`config.mk`:
```
export PLATFORM = sky130hd
export DESIGN_NAME = param_tri_net_resolver_flat
export DESIGN_NICKNAME = d
export VERILOG_FILES = /design/src/rtl/param_tri_net_resolver_if.sv /design/src/rtl/param_tri_net_resolver.sv /design/src/flat_wrapper.sv
export SDC_FILE = /design/constraint.sdc
export NUM_CORES = 1
export LEC_CHECK = 0
export ABC_AREA = 1
export BUFFER_PORTS_ARGS = -buffer_cell sky130_fd_sc_hd__buf_2
export CAP_MARGIN = 30
export CORE_ASPECT_RATIO = 1.2
export CORE_UTILIZATION = 52
export DETAILED_ROUTE_END_ITERATION = 7
export PLACE_DENSITY = 0.85
export SLEW_MARGIN = 20
export SYNTH_ARGS = -nofsm -noshare
export SYNTH_HDL_FRONTEND = slang
export SYNTH_SLANG_ARGS = --single-unit
```
`constraint.sdc`:
```
create_clock -name clk -period 3.75 [get_ports clk]
set_input_delay 0.1875 -clock clk [delete_from_list [all_inputs] [get_ports clk]]
set_output_delay 0.1875 -clock clk [all_outputs]
set_load 0.005 [all_outputs]
```
`src/rtl/param_tri_net_resolver_if.sv`:
```
// Driver/bus bundle for param_tri_net_resolver: per-driver enables and data in,
// resolved registered bus and arbitration status out.
interface param_tri_net_resolver_if #(
    parameter int W  = 8,
    parameter int N  = 4,
    parameter int CW = 8
);
    logic [N-1:0]   drv_en;
    logic [N*W-1:0] drv_data;
    logic           cnt_clr;
    logic [W-1:0]   bus_q;
    logic           bus_driven;
    logic [N-1:0]   grant;
    logic           contention;
    logic [CW-1:0]  conflict_cnt;

    modport master (
        output drv_en, drv_data, cnt_clr,
        input  bus_q, bus_driven, grant, contention, conflict_cnt
    );

    modport slave (
        input  drv_en, drv_data, cnt_clr,
        output bus_q, bus_driven, grant, contention, conflict_cnt
    );
endinterface

```
`src/rtl/param_tri_net_resolver.sv`:
```
// Clocked resolver that replaces multi-driver tri0/tri1/triand/trior/trireg nets:
// round-robin single-winner or AND/OR merge, with contention counting and charge hold.
module param_tri_net_resolver #(
    parameter int W          = 8,
    parameter int N          = 4,
    parameter int MODE       = 0,
    parameter int EN_ACT_LOW = 1,
    parameter int CW         = 8
) (
    input logic                     clk,
    input logic                     rst_n,
    param_tri_net_resolver_if.slave bus
);
    localparam int          PW      = (N > 1) ? $clog2(N) : 1;
    localparam bit          SINGLE  = (MODE == 0) || (MODE == 1) || (MODE == 4);
    localparam logic [W-1:0] RST_BUS = (MODE == 1) ? {W{1'b1}} : {W{1'b0}};

    if ((MODE < 0) || (MODE > 4) || (N < 2) || (N > 16) || (W < 1)) begin : g_bad_param
        $error("param_tri_net_resolver: illegal MODE/N/W parameter");
    end

    logic [N-1:0]  en_s;
    logic          any_s;
    logic          multi_s;
    logic [PW-1:0] winner_s;
    logic [W-1:0]  win_data_s;
    logic [W-1:0]  and_s;
    logic [W-1:0]  or_s;
    logic [W-1:0]  bus_q_nxt_s;
    logic [N-1:0]  grant_nxt_s;
    logic [PW-1:0] rr_ptr_nxt_s;
    logic          contention_nxt_s;
    logic [CW-1:0] cnt_nxt_s;

    logic [W-1:0]  bus_q_r;
    logic          bus_driven_r;
    logic [N-1:0]  grant_r;
    logic          contention_r;
    logic [CW-1:0] cnt_r;
    logic [PW-1:0] rr_ptr_r;

    assign en_s    = (EN_ACT_LOW != 0) ? ~bus.drv_en : bus.drv_en;
    assign any_s   = |en_s;
    // Clearing the lowest set bit leaves something only when two or more are set.
    assign multi_s = ((en_s & (en_s - {{(N-1){1'b0}}, 1'b1})) != {N{1'b0}});

    // Round-robin scan starting at rr_ptr for the first enabled driver.
    always_comb begin
        logic found_v;
        int   idx_v;
        winner_s = {PW{1'b0}};
        found_v  = 1'b0;
        idx_v    = 0;
        for (int off = 0; off < N; off++) begin
            idx_v = int'(rr_ptr_r) + off;
            if (idx_v >= N) begin
                idx_v = idx_v - N;
            end else begin
                idx_v = idx_v;
            end
            if (!found_v && en_s[idx_v]) begin
                found_v  = 1'b1;
                winner_s = PW'(idx_v);
            end else begin
                found_v = found_v;
            end
        end
    end

    assign win_data_s = bus.drv_data[int'(winner_s)*W +: W];

    // Wired-AND / wired-OR merge over the enabled drivers.
    always_comb begin
        and_s = {W{1'b1}};
        or_s  = {W{1'b0}};
        for (int i = 0; i < N; i++) begin
            if (en_s[i]) begin
                and_s = and_s & bus.drv_data[i*W +: W];
                or_s  = or_s  | bus.drv_data[i*W +: W];
            end else begin
                and_s = and_s;
                or_s  = or_s;
            end
        end
    end

    // Next-state selection for bus value, grant, pointer and contention counter.
    always_comb begin
        bus_q_nxt_s      = bus_q_r;
        grant_nxt_s      = {N{1'b0}};
        rr_ptr_nxt_s     = rr_ptr_r;
        contention_nxt_s = SINGLE && multi_s;
        if (any_s) begin
            if (SINGLE) begin
                bus_q_nxt_s = win_data_s;
                grant_nxt_s = {{(N-1){1'b0}}, 1'b1} << winner_s;
            end else begin
                bus_q_nxt_s = (MODE == 2) ? and_s : or_s;
                grant_nxt_s = en_s;
            end
        end else begin
            case (MODE)
                0:       bus_q_nxt_s = {W{1'b0}};
                1:       bus_q_nxt_s = {W{1'b1}};
                default: bus_q_nxt_s = bus_q_r;   // charge retention
            endcase
        end
        if (SINGLE && multi_s) begin
            rr_ptr_nxt_s = (winner_s == PW'(N-1)) ? {PW{1'b0}} : winner_s + {{(PW-1){1'b0}}, 1'b1};
        end else begin
            rr_ptr_nxt_s = rr_ptr_r;
        end
        if (bus.cnt_clr) begin
            cnt_nxt_s = {CW{1'b0}};
        end else if (contention_nxt_s && (cnt_r != {CW{1'b1}})) begin
            cnt_nxt_s = cnt_r + {{(CW-1){1'b0}}, 1'b1};
        end else begin
            cnt_nxt_s = cnt_r;
        end
    end

    // Output and arbitration state registers with synchronous active-low reset.
    always_ff @(posedge clk) begin
        if (!rst_n) begin
            bus_q_r      <= RST_BUS;
            bus_driven_r <= 1'b0;
            grant_r      <= {N{1'b0}};
            contention_r <= 1'b0;
            cnt_r        <= {CW{1'b0}};
            rr_ptr_r     <= {PW{1'b0}};
        end else begin
            bus_q_r      <= bus_q_nxt_s;
            bus_driven_r <= any_s;
            grant_r      <= grant_nxt_s;
            contention_r <= contention_nxt_s;
            cnt_r        <= cnt_nxt_s;
            rr_ptr_r     <= rr_ptr_nxt_s;
        end
    end

    assign bus.bus_q        = bus_q_r;
    assign bus.bus_driven   = bus_driven_r;
    assign bus.grant        = grant_r;
    assign bus.contention   = contention_r;
    assign bus.conflict_cnt = cnt_r;
endmodule

```
`src/flat_wrapper.sv`:
```
// flat-port wrapper written by rule: the top's interface ports become plain ports
module param_tri_net_resolver_flat 
#(
    parameter int W          = 8,
    parameter int N          = 4,
    parameter int MODE       = 0,
    parameter int EN_ACT_LOW = 1,
    parameter int CW         = 8
)
  (clk, rst_n, bus_drv_en, bus_drv_data, bus_cnt_clr, bus_bus_q, bus_bus_driven, bus_grant, bus_contention, bus_conflict_cnt);
  param_tri_net_resolver_if #(.W(W), .N(N), .CW(CW)) bus_i ();
  input logic clk;
  input logic rst_n;
  input wire logic [$bits(bus_i.drv_en)-1:0] bus_drv_en;
  input wire logic [$bits(bus_i.drv_data)-1:0] bus_drv_data;
  input wire logic [$bits(bus_i.cnt_clr)-1:0] bus_cnt_clr;
  output wire logic [$bits(bus_i.bus_q)-1:0] bus_bus_q;
  output wire logic [$bits(bus_i.bus_driven)-1:0] bus_bus_driven;
  output wire logic [$bits(bus_i.grant)-1:0] bus_grant;
  output wire logic [$bits(bus_i.contention)-1:0] bus_contention;
  output wire logic [$bits(bus_i.conflict_cnt)-1:0] bus_conflict_cnt;
  assign bus_i.drv_en = bus_drv_en;
  assign bus_i.drv_data = bus_drv_data;
  assign bus_i.cnt_clr = bus_cnt_clr;
  assign bus_bus_q = bus_i.bus_q;
  assign bus_bus_driven = bus_i.bus_driven;
  assign bus_grant = bus_i.grant;
  assign bus_contention = bus_i.contention;
  assign bus_conflict_cnt = bus_i.conflict_cnt;
  param_tri_net_resolver #(.W(W), .N(N), .MODE(MODE), .EN_ACT_LOW(EN_ACT_LOW), .CW(CW)) u_core (.clk(clk), .rst_n(rst_n), .bus(bus_i));
endmodule
```
==> run_results.csv, run 1 <==
group,metric,value,unit
outcome,status,"complete, no violations",
grt,grt_pass1_vias,1361,
final_layout,drive_above_1_share,0.3051,
pwr,ir_drop,0.0006001,V
grt,grt_usage,0.2262,
drt,drc,0,
placement,io_buffers,60,
clock_tree,path_clk_slew,0.14,ns
timing,finalCritPeriodShare,0.6184,
timing,period_needed,2.319,ns
die,die-area,3102,µm²
drt,vias,1608,
pwr,power_leakage,0.001035,µW
final_layout,fill_cells,259,
min_path,worstHoldEndpoint,"u_core.bus.bus_q[4]",
timing,clock.fmax,0.4312,GHz
clock_tree,numCtsBuffers,3,
die,dieWidth,51.01,µm
logic_synthesis,synth_cells,237,
clock_tree,clock-sinks,24,
worst_setup_path,crit_path_cell_trace,"inv_2 -> nand2_1 -> nand2_2 -> nand2_2 -> nand2_4 -> nor2_8 -> nand2_2 -> nand2_4 -> nand2_2 -> inv_2 -> nand2_1 -> nor2_1 -> nor2_1",
placement,place.gp.congestion,0.9355,
clock_tree,cts_buffer_depth,2,
logic_synthesis,synth_fp_nets,277,
worst_setup_path,reg2reg_depth,13,
clock_tree,cts_tree,"yes",
final_layout,final_cell_mix,"103 x nand2_1, 60 x buf_2, 24 x dfxtp_1",
pwr,power-per-cell-area,741.9,nW/µm²
min_path,hp-start,"bus_drv_data[20]",
drt,drt_wl_total,3327,µm
logic_synthesis,synth_seq_cells,24,
timing,setup_viol_count_final,0,
timing,slew_headroom,0.5801,
drt,via_per_inst,4.902,
logic_synthesis,synth-seq-area-share,0.3205,
timing,fin_skew,0.005853,ns
worst_setup_path,critPathRequiredTime,3.98,ns
grt,grt_max_degree,21,
grt,antenna_found_initial,0,
final_layout,layout.cells.non_filler,328,
timing,rsz0062_at_grt,"false",
drt,drt_iter0_markers,36,
clock_tree,cts-root-buf,"clkbuf_4",
worst_setup_path,rrSetupSlack,1.43,ns
clock_tree,ctsHoldBuffers,0,
worst_setup_path,cpMostUsedCell,"nand2_2",
worst_setup_path,r2r_end,"u_core.rr_ptr_r[1]",
worst_setup_path,critical_path_depth,13,
clock_tree,cts_setup_buffers,0,
grt,grt_first_pass_wirelength,5423,µm
logic_synthesis,synth-simple-area-share,0.4833,
worst_setup_path,crit_fanout,20,
final_layout,diodes,0,
drt,postRouteAntennaNets,0,
worst_setup_path,worst-endpoint-arrival,2.55,ns
timing,finalHoldViolCount,0,
timing,tightest_slew,0.6232,ns
die,rows,20,
clock_tree,cts_resized,0,
final_layout,areaGrowthSynthToFinish,22.04,%
die,die_h,60.82,µm
logic_synthesis,synth_warnings,0,
logic_synthesis,muxShareOfSynthArea,0,
drt,drt_pre_antenna_iters,4,
placement,dp_cells,324,
min_path,min_path_type,"in2reg",
final_layout,final_common_cell,"nand2_1",
drt,avgRoutedWirePerCell,10.14,µm
logic_synthesis,synth_top_family_by_area,"simple AND/OR/NAND/NOR gates",
worst_setup_path,worstSetupEndpointType,"register",
logic_synthesis,synth_compound_gate_area_share,0.08097,
worst_setup_path,slowest_stage,"dfxtp_1",
timing,slew_viol_final,0,
die,coreArea,2628,µm²
logic_synthesis,synth_fa_ha_area_frac,0.008347,
die,initial_core_util,0.5705,
placement,dp_hpwl,2636,µm
worst_setup_path,startpoint_type,"register",
run,max_cap_violations,0,
timing,setup_tns,0,ns
min_path,hold_path_depth,5,
logic_synthesis,postSynthAreaPerCell,6.325,µm²
logic_synthesis,synth.distinct_cells,23,
worst_setup_path,crit_family,"simple AND/OR/NAND/NOR gates",
grt,gr-total-overflow,0,
worst_setup_path,r2r_start,"u_core.rr_ptr_r[0]",
worst_setup_path,crit_path_max_incr_delay,0.59,ns
clock_tree,h-tree-depth,1,
final_layout,fin_nets,336,
logic_synthesis,syn_area,1499,µm²
worst_setup_path,critPathBufInv,2,
die,ios,61,
worst_setup_path,path_class,"reg2reg",
clock_tree,insertion_delay,0.31,ns
logic_synthesis,synth-xor-area-share,0,
[cell families (layout without fill, tap and decap cells)]
family | Yosys count | after routing
and+or+nand+nor | 158 | 158
buffers and inverters | 31 | 89
AOI/OAI and AO/OA | 23 | 23
adders and majority gates | 1 | 1
DFF | 24 | 24
[registers in the layout, indices dropped and copies added (netlist names)]
signal / cells
u_core.bus.conflict_cnt: 8
u_core.bus.bus_driven: 1
u_core.bus.grant: 4
u_core.bus.bus_q: 8
u_core.bus.contention: 1
u_core.rr_ptr_r: 2
[worst reg2reg max path: stages (launching register included)]
cell,delay [ns]
dfxtp_1,0.59
inv_2,0.19
nand2_1,0.12
nand2_2,0.09
nand2_2,0.08
nand2_4,0.07
nor2_8,0.13
nand2_2,0.09
nand2_4,0.09
nand2_2,0.23
inv_2,0.30
nand2_1,0.10
nor2_1,0.11
nor2_1,0.05
[final cells by class]
type | count | area (µm²) | share of cell area
clock buffer | 3 | 22.52 | 0.01231
clock inverter | 1 | 30.03 | 0.01642
inverter | 25 | 96.34 | 0.05267
multi-input combinational | 182 | 858.3 | 0.4692
sequential | 24 | 480.5 | 0.2627
tap | 33 | 41.29 | 0.02257
timing repair buffer | 60 | 300.3 | 0.1642
[stage by stage]
step | hold WS, ns | worst slack [ns] | power (µW) | area [µm²] | util
after floorplan | 0.3493 | 2.128 | 1096 | 1499 | -
after detailed placement | 0.4658 | 1.478 | 1176 | 1777 | 0.6762
after global routing | 0.1559 | 1.193 | 1496 | 1829 | 0.6962
after global placement | 0.4660 | 1.542 | 1164 | 1777 | 0.6762
final | 0.1457 | 1.431 | 1357 | 1829 | 0.6962
after CTS | 0.1373 | 1.451 | 1365 | 1829 | 0.6962
[synthesized netlist by cell type]
master    instances  area [µm²]
o21ai_0           8       40.04
nor2_8            1       20.02
dfxtp_1          24       480.5
ha_1              1       12.51
buf_4             1       7.510
nand3_1          18       90.09
nand4_1           2       12.51
a31oi_1           2       12.51
inv_1            18       67.56
nand2_4           2       22.52
nor2_1           12       45.04
nor3_1            4       20.02
nand2_2          12       75.07
inv_2             5       18.77
nand4_4           1       21.27
nand3_2           2       20.02
o21ai_2           1       8.760
buf_6             5       56.30
inv_4             1       6.260
nor2_4            1       11.26
a21oi_1          12       60.06
nand2_1         103       386.6
clkinv_1          1       3.750
[metal layers]
| metal | part of all wire | vias up | GRT usage | wire [µm] |
|---|---|---|---|---|
| li1 | - | 861 | - | - |
| met1 | 0.44 | 696 | 0.2720 | 1469 |
| met2 | 0.50 | 49 | 0.4060 | 1677 |
| met3 | 0.049 | 2 | 0.03008 | 164 |
| met4 | 0.0048 | 0 | 0.09127 | 16 |
| met5 | 0 | - | 0 | 0 |
[power breakdown]
part           internal [µW]  switching [µW]  total (µW)
Combinational            267             547         814
Clock                    108            79.8         188
Sequential               316            39.2         355
Total                    691             666        1360
[how the worst max path moves through the flow]
stage | start | to
6_report | u_core.rr_ptr_r[0] | u_core.rr_ptr_r[1]
5_1_grt | u_core.rr_ptr_r[0] | u_core.bus.bus_q[6]
4_1_cts | u_core.rr_ptr_r[0] | u_core.rr_ptr_r[1]
3_5_place_dp | u_core.rr_ptr_r[0] | u_core.rr_ptr_r[1]
3_3_place_gp | u_core.rr_ptr_r[0] | u_core.rr_ptr_r[1]
2_1_floorplan | u_core.rr_ptr_r[0] | u_core.bus.bus_q[6]
Note: power is estimated with default switching activity, not from simulation.
==> run 2: changes to the inputs <==
--- a/config.mk
+++ b/config.mk
@@ -9,9 +9,9 @@
 export BUFFER_PORTS_ARGS = -buffer_cell sky130_fd_sc_hd__buf_2
 export CAP_MARGIN = 30
 export CORE_ASPECT_RATIO = 1.2
-export CORE_UTILIZATION = 52
+export CORE_UTILIZATION = 43
 export DETAILED_ROUTE_END_ITERATION = 7
-export PLACE_DENSITY = 0.85
+export PLACE_DENSITY = 0.75
 export SLEW_MARGIN = 20
 export SYNTH_ARGS = -nofsm -noshare
 export SYNTH_HDL_FRONTEND = slang
==> constraint.sdc (replaced) <==
create_clock -name clk -period 2.1 [get_ports clk]
set_input_delay 0.105 -clock clk [delete_from_list [all_inputs] [get_ports clk]]
set_output_delay 0.105 -clock clk [all_outputs]
set_load 0.005 [all_outputs]
==> run 2 against run 1 <==
Global-route usage down 3.1 points. Register-to-register slack worse by 1.2 ns. Via count about the same. Critical path depth grew 2. Maximum frequency is 26% higher. Total power up 89%. Clock power up 110%. Count of clock-buffer cells in the layout did not move. Critical path type unchanged. Highest routed layer unchanged.
==> run_results.csv, run 2 (synthesized netlist as in run 1, its figures left out) <==
group,metric,value,unit
placement,place.gp.congestion,0.8261,
final_layout,seq_area,481.7,µm²
drt,avgRoutedWirePerCell,10.22,µm
timing,setup_viol_count_final,0,
grt,grt_first_pass_wirelength,5727,µm
worst_setup_path,crit_path_cell_trace,"inv_2 -> nand2_1 -> nand2_1 -> nand2_1 -> nand2_1 -> nand2_1 -> nand2_1 -> nand2_2 -> nand2_4 -> nand2_2 -> buf_4 -> nand2_1 -> nand2_1 -> nand3_1 -> nand2_1",
worst_setup_path,cpMostUsedCell,"nand2_1",
final_layout,fin_nets,341,
die,die-area,3727,µm²
pwr,clockPowerShare,0.157,
die,rows,23,
drt,postRouteAntennaNets,0,
final_layout,fill_cells,347,
die,ios,61,
final_layout,design_area,1894,µm²
placement,dp_cells,333,
pwr,pwr-share-seq,0.240,
worst_setup_path,rrSetupSlack,0.25,ns
clock_tree,cts_tree,"yes",
worst_setup_path,worst-endpoint-arrival,2.02,ns
drt,drt_pre_antenna_iters,5,
final_layout,drive_above_1_share,0.3200,
grt,grt_usage,0.1955,
worst_setup_path,reg2reg_depth,15,
clock_tree,cts-root-buf,"clkbuf_8",
timing,finalCritPeriodShare,0.8791,
timing,clock.fmax,0.5417,GHz
clock_tree,insertion_delay,0.27,ns
worst_setup_path,r2r_start,"u_core.rr_ptr_r[0]",
clock_tree,clock-sinks,24,
pwr,power_switching,1218,µW
drt,vias,1607,
final_layout,areaGrowthSynthToFinish,26.38,%
final_layout,diodes,0,
pwr,power-per-cell-area,1355,nW/µm²
clock_tree,numCtsBuffers,3,
placement,dp_hpwl,2700,µm
clock_tree,h-tree-depth,1,
outcome,status,"complete, no violations",
worst_setup_path,startpoint_type,"register",
worst_setup_path,critPathBufInv,2,
timing,setup_tns,0,ns
placement,placed_cell_area,1819,µm²
timing,fin_skew,0.009099,ns
timing,finalHoldViolCount,0,
min_path,hp-start,"rst_n",
worst_setup_path,crit_fanout,14,
die,dieWidth,55.90,µm
pwr,combPwrFrac,0.602,
run,max_cap_violations,0,
clock_tree,path_clk_slew,0.09,ns
placement,io_buffers,60,
drt,drt_iter0_markers,35,
pwr,power_leakage,0.001068,µW
final_layout,layout.cells.non_filler,337,
drt,via_per_inst,4.769,
min_path,hold_path_depth,3,
timing,slew_viol_final,0,
min_path,min_path_type,"in2reg",
worst_setup_path,critPathRequiredTime,2.27,ns
timing,rsz0062_at_grt,"false",
grt,grt_max_degree,16,
drt,drc,0,
clock_tree,cts_setup_buffers,0,
die,coreArea,3338,µm²
die,die_h,66.68,µm
final_layout,final_common_cell,"nand2_1",
final_layout,multi_input_area,858.3,µm²
clock_tree,cts_buffer_depth,2,
worst_setup_path,path_class,"reg2reg",
grt,grt_pass1_vias,1412,
pwr,internal_power,1350,µW
final_layout,final_cell_mix,"103 x nand2_1, 60 x buf_2, 23 x dfxtp_1",
worst_setup_path,crit_path_max_incr_delay,0.36,ns
pwr,ir_drop,0.001026,V
timing,slew_headroom,0.7068,
die,initial_core_util,0.4490,
worst_setup_path,slowest_stage,"dfxtp_2",
worst_setup_path,worstSetupEndpointType,"register",
drt,drt_wl_total,3444,µm
grt,gr-total-overflow,0,
timing,whs,0.1166,ns
pwr,swShare,0.4743,
timing,tightest_slew,0.4381,ns
worst_setup_path,r2r_end,"u_core.bus.bus_q[3]",
timing,period_needed,1.846,ns
grt,antenna_found_initial,0,
worst_setup_path,crit_family,"simple AND/OR/NAND/NOR gates",
min_path,worstHoldEndpoint,"u_core.bus.contention",
-- run 2: cell types whose count changed in the layout (fill, tap and decap cells not counted), sizes merged --
cell / delta
buf: +5
-- run 2: worst max path at each step --
stage / from / slack, ns / endpoint / depth (start not counted)
floorplan: u_core.rr_ptr_r[0] / 0.48 / u_core.bus.bus_q[6] / 14
global placement: u_core.rr_ptr_r[0] / 0.28 / u_core.bus.grant[2] / 14
detailed placement: u_core.rr_ptr_r[0] / 0.19 / u_core.rr_ptr_r[1] / 14
CTS: u_core.rr_ptr_r[0] / 0.18 / u_core.rr_ptr_r[1] / 14
global route: u_core.rr_ptr_r[1] / 0.07 / u_core.bus.bus_q[3] / 13
finish: u_core.rr_ptr_r[0] / 0.25 / u_core.bus.bus_q[3] / 15
-- run 2: repair_timing --
item                       CTS  global route
resized for setup            0             2
hold buffers                 0             0
setup endpoints to repair    0             1
-- run 2: layer usage --
metal / share of wire / up-vias / wire length, µm / global-route usage
li1: - / 869 / - / -
met1: 0.43 / 675 / 1475 / 0.2155
met2: 0.49 / 58 / 1685 / 0.3569
met3: 0.063 / 5 / 216 / 0.04272
met4: 0.019 / 0 / 67 / 0.09451
met5: 0 / - / 0 / 0
-- run 2: worst reg2reg max path, delay by kind of cell (launching register included) --
family	cells	cell delay [ns]
flip-flops	1	0.36
buffers and inverters	2	0.38
AND/OR/NAND/NOR	13	1.01
-- run 2: power by group through the flow --
| stage | clock, µW | combinational [µW] | sequential, µW |
|---|---|---|---|
| 2_1_floorplan | 0 | 1340 | 618 |
| 4_1_cts | 409 | 1550 | 615 |
| 3_3_place_gp | 0 | 1510 | 627 |
| 5_1_grt | 428 | 1790 | 630 |
| 3_5_place_dp | 0 | 1540 | 622 |
| 6_report | 404 | 1550 | 617 |
-- run 2: through the flow --
stage / setup slack, ns / power, µW / util
after global placement: 0.2782 / 2137 / 0.5450
final: 0.2540 / 2568 / 0.5675
after CTS: 0.1752 / 2573 / 0.5663
after global routing: 0.07101 / 2843 / 0.5675
after detailed placement: 0.1875 / 2162 / 0.5450
after floorplan: 0.4777 / 1958 / -
-- run 2: layout make-up --
| type | instances | share of cell area |
|---|---|---|
| inverter | 25 | 0.05218 |
| timing repair buffer | 65 | 0.1783 |
| multi-input combinational | 182 | 0.4531 |
| tap | 37 | 0.02444 |
| clock buffer | 3 | 0.02180 |
| clock inverter | 1 | 0.01585 |
| sequential | 24 | 0.2543 |
==> run 3: changes to the inputs <==
--- a/config.mk
+++ b/config.mk
@@ -9,9 +9,11 @@
 export BUFFER_PORTS_ARGS = -buffer_cell sky130_fd_sc_hd__buf_2
 export CAP_MARGIN = 30
 export CORE_ASPECT_RATIO = 1.2
-export CORE_UTILIZATION = 43
+export CORE_MARGIN = 3
+export CORE_UTILIZATION = 45
+export CTS_BUF_LIST = sky130_fd_sc_hd__clkbuf_8
 export DETAILED_ROUTE_END_ITERATION = 7
-export PLACE_DENSITY = 0.75
+export PLACE_DENSITY = 0.78
 export SLEW_MARGIN = 20
 export SYNTH_ARGS = -nofsm -noshare
 export SYNTH_HDL_FRONTEND = slang
==> constraint.sdc (replaced) <==
create_clock -name clk -period 1.65 [get_ports clk]
set_input_delay 0.0825 -clock clk [delete_from_list [all_inputs] [get_ports clk]]
set_output_delay 0.0825 -clock clk [all_outputs]
set_load 0.005 [all_outputs]
==> run 3 against run 2 <==
The run now ends with setup timing left. Critical path depth down 3. Largest cell class unchanged. Hold slack worse by 0.034 ns. Sequential share of layout area down 3.3 points. Clock skew down 0.0055 ns. Register-to-register slack worse by 0.33 ns. Sequential power up 29%. Worst setup slack worse by 0.33 ns. Final area up 16%. Total power up 67%. Largest power group unchanged. Clock power up 29%. Global-route usage down 0.96 points. Count of clock-buffer cells in the layout unchanged.
==> run_results.csv, run 3 (synthesized netlist as in run 1, its figures left out) <==
group,metric,value,unit
drt,drt_iter0_markers,69,
worst_setup_path,crit_start,"u_core.rr_ptr_r[0]",
timing,slew_headroom,0.7056,
placement,dp_hpwl,2929,µm
worst_setup_path,crit_path_cell_trace,"buf_12 -> nand2_4 -> nand2_4 -> buf_4 -> a31oi_2 -> nand2_1 -> nand2_1 -> nand2_2 -> nand2_4 -> buf_4 -> nand2_1 -> a21oi_2",
final_layout,areaGrowthSynthToFinish,46.49,%
pwr,power_leakage,0.001191,µW
clock_tree,cts-root-buf,"clkbuf_8",
drt,vias,1715,
grt,gr-total-overflow,0,
placement,place.gp.congestion,0.8817,
timing,whs,0.08301,ns
final_layout,final_common_cell,"nand2_1",
grt,grt_pass1_vias,1521,
grt,grt_usage,0.1859,
timing,tightest_slew,0.4400,ns
drt,drt_wl_total,4050,µm
final_layout,final_core_util,0.6998,
worst_setup_path,path_class,"reg2reg",
pwr,power-per-cell-area,1948,nW/µm²
worst_setup_path,slowest_stage,"dfxtp_4",
clock_tree,insertion_delay,0.27,ns
worst_setup_path,worst-endpoint-arrival,1.94,ns
drt,drt_pre_antenna_iters,4,
grt,antenna_found_initial,0,
die,die_h,69.22,µm
timing,slew_viol_final,0,
timing,finalHoldViolCount,0,
worst_setup_path,critPathRequiredTime,1.86,ns
die,rows,22,
worst_setup_path,worstSetupEndpointType,"register",
die,die-area,4062,µm²
worst_setup_path,r2r_end,"u_core.bus.bus_q[1]",
timing,period_needed,1.731,ns
clock_tree,h-tree-depth,1,
clock_tree,cts_tree,"yes",
timing,fin_skew,0.003596,ns
final_layout,drive_above_1_share,0.4473,
worst_setup_path,reg2reg_depth,12,
drt,avgRoutedWirePerCell,11.60,µm
clock_tree,cts_setup_buffers,0,
grt,grt_first_pass_wirelength,6134,µm
die,dieWidth,58.69,µm
timing,clock.fmax,0.5777,GHz
worst_setup_path,crit_path_max_incr_delay,0.38,ns
clock_tree,cts_buffer_depth,2,
final_layout,diodes,0,
die,ios,61,
final_layout,fin_nets,354,
die,initial_core_util,0.4777,
timing,rsz0062_at_grt,"true",
worst_setup_path,r2r_start,"u_core.rr_ptr_r[0]",
run,max_cap_violations,0,
clock_tree,path_clk_slew,0.09,ns
clock_tree,numCtsBuffers,3,
outcome,status,"finished, violations left",
timing,worst_slack,-0.08104,ns
clock_tree,clock-sinks,24,
die,coreArea,3138,µm²
worst_setup_path,critPathBufInv,3,
drt,postRouteAntennaNets,0,
timing,finalCritPeriodShare,1.049,
pwr,ir_drop,0.001472,V
min_path,hold_path_depth,5,
timing,setup_viol_count_final,12,
min_path,worstHoldEndpoint,"u_core.bus.bus_q[3]",
grt,grt_max_degree,15,
worst_setup_path,rrSetupSlack,-0.08,ns
worst_setup_path,crit_family,"simple AND/OR/NAND/NOR gates",
placement,io_buffers,60,
final_layout,final_cell_mix,"82 x nand2_1, 60 x buf_2, 23 x nand2_2",
worst_setup_path,crit_fanout,8,
drt,drc,0,
worst_setup_path,startpoint_type,"register",
outcome,violations,"setup timing",
drt,via_per_inst,4.914,
min_path,min_path_type,"in2reg",
min_path,hp-start,"bus_drv_data[19]",
==> run 3: cell count changes in the layout (fill, tap and decap cells not counted), sizes merged <==
| cell | change |
|---|---|
| clkbuf | +1 |
| buf | +12 |
==> run 3: worst max path at each step <==
stage	endpoint	slack, ns	cells past startpoint
6_report	u_core.bus.bus_q[1]	-0.08	12
5_1_grt	u_core.bus.bus_q[1]	-0.15	13
4_1_cts	u_core.bus.bus_q[5]	-0.02	14
3_5_place_dp	u_core.rr_ptr_r[1]	-0.08	13
3_3_place_gp	u_core.rr_ptr_r[1]	-0.06	13
2_1_floorplan	u_core.bus.bus_q[6]	0.03	14
==> run 3: area by class of cell <==
class | count | area, µm²
multi-input cells | 182 | 1010
clock inverters | 1 | 30.03
repair buffers | 78 | 480.5
clock buffers | 3 | 41.29
inverters | 25 | 103.9
well taps | 36 | 45.04
fillers | 288 | 942.2
flip-flops and latches | 24 | 485.5
==> run 3: tightest hold or removal path, delay by kind of cell <==
family,cells,cell delay (ns)
buffers and inverters,1,0.07
and+or+nand+nor,4,0.17
==> run 3: metal layers <==
layer / wire (µm) / share of wire / vias to the layer above / GRT usage
met2: 2111 / 0.52 / 57 / 0.3193
met3: 232 / 0.057 / 9 / 0.03166
li1: - / - / 896 / -
met1: 1634 / 0.40 / 753 / 0.2299
met4: 72 / 0.018 / 0 / 0.06045
met5: 0 / 0 / - / 0
==> run 3: report_power, final <==
group	internal, µW	switching [µW]
registers	727	70.3
clock network	325	196
logic	1270	1690
==> run 3: repair_timing <==
item,in CTS,in global routing
gates resized for setup,10,43
setup endpoints to repair,14,16
cloned,0,1
endpoints found under the hold margin,0,0
hold buffers,0,0
pin swaps,1,8
==> run 3: per-stage QoR <==
step	setup TNS, ns	area, µm²	total power [µW]	instances	setup slack [ns]
after CTS	-0.06630	2021	3725	348	-0.01649
final	-0.3086	2196	4277	349	-0.08104
after floorplan	0	1499	2492	237	0.02772
after global routing	-1.615	2196	4604	349	-0.1487
after detailed placement	-0.4725	1921	3082	344	-0.07882
after global placement	-0.3183	1921	3067	344	-0.06445
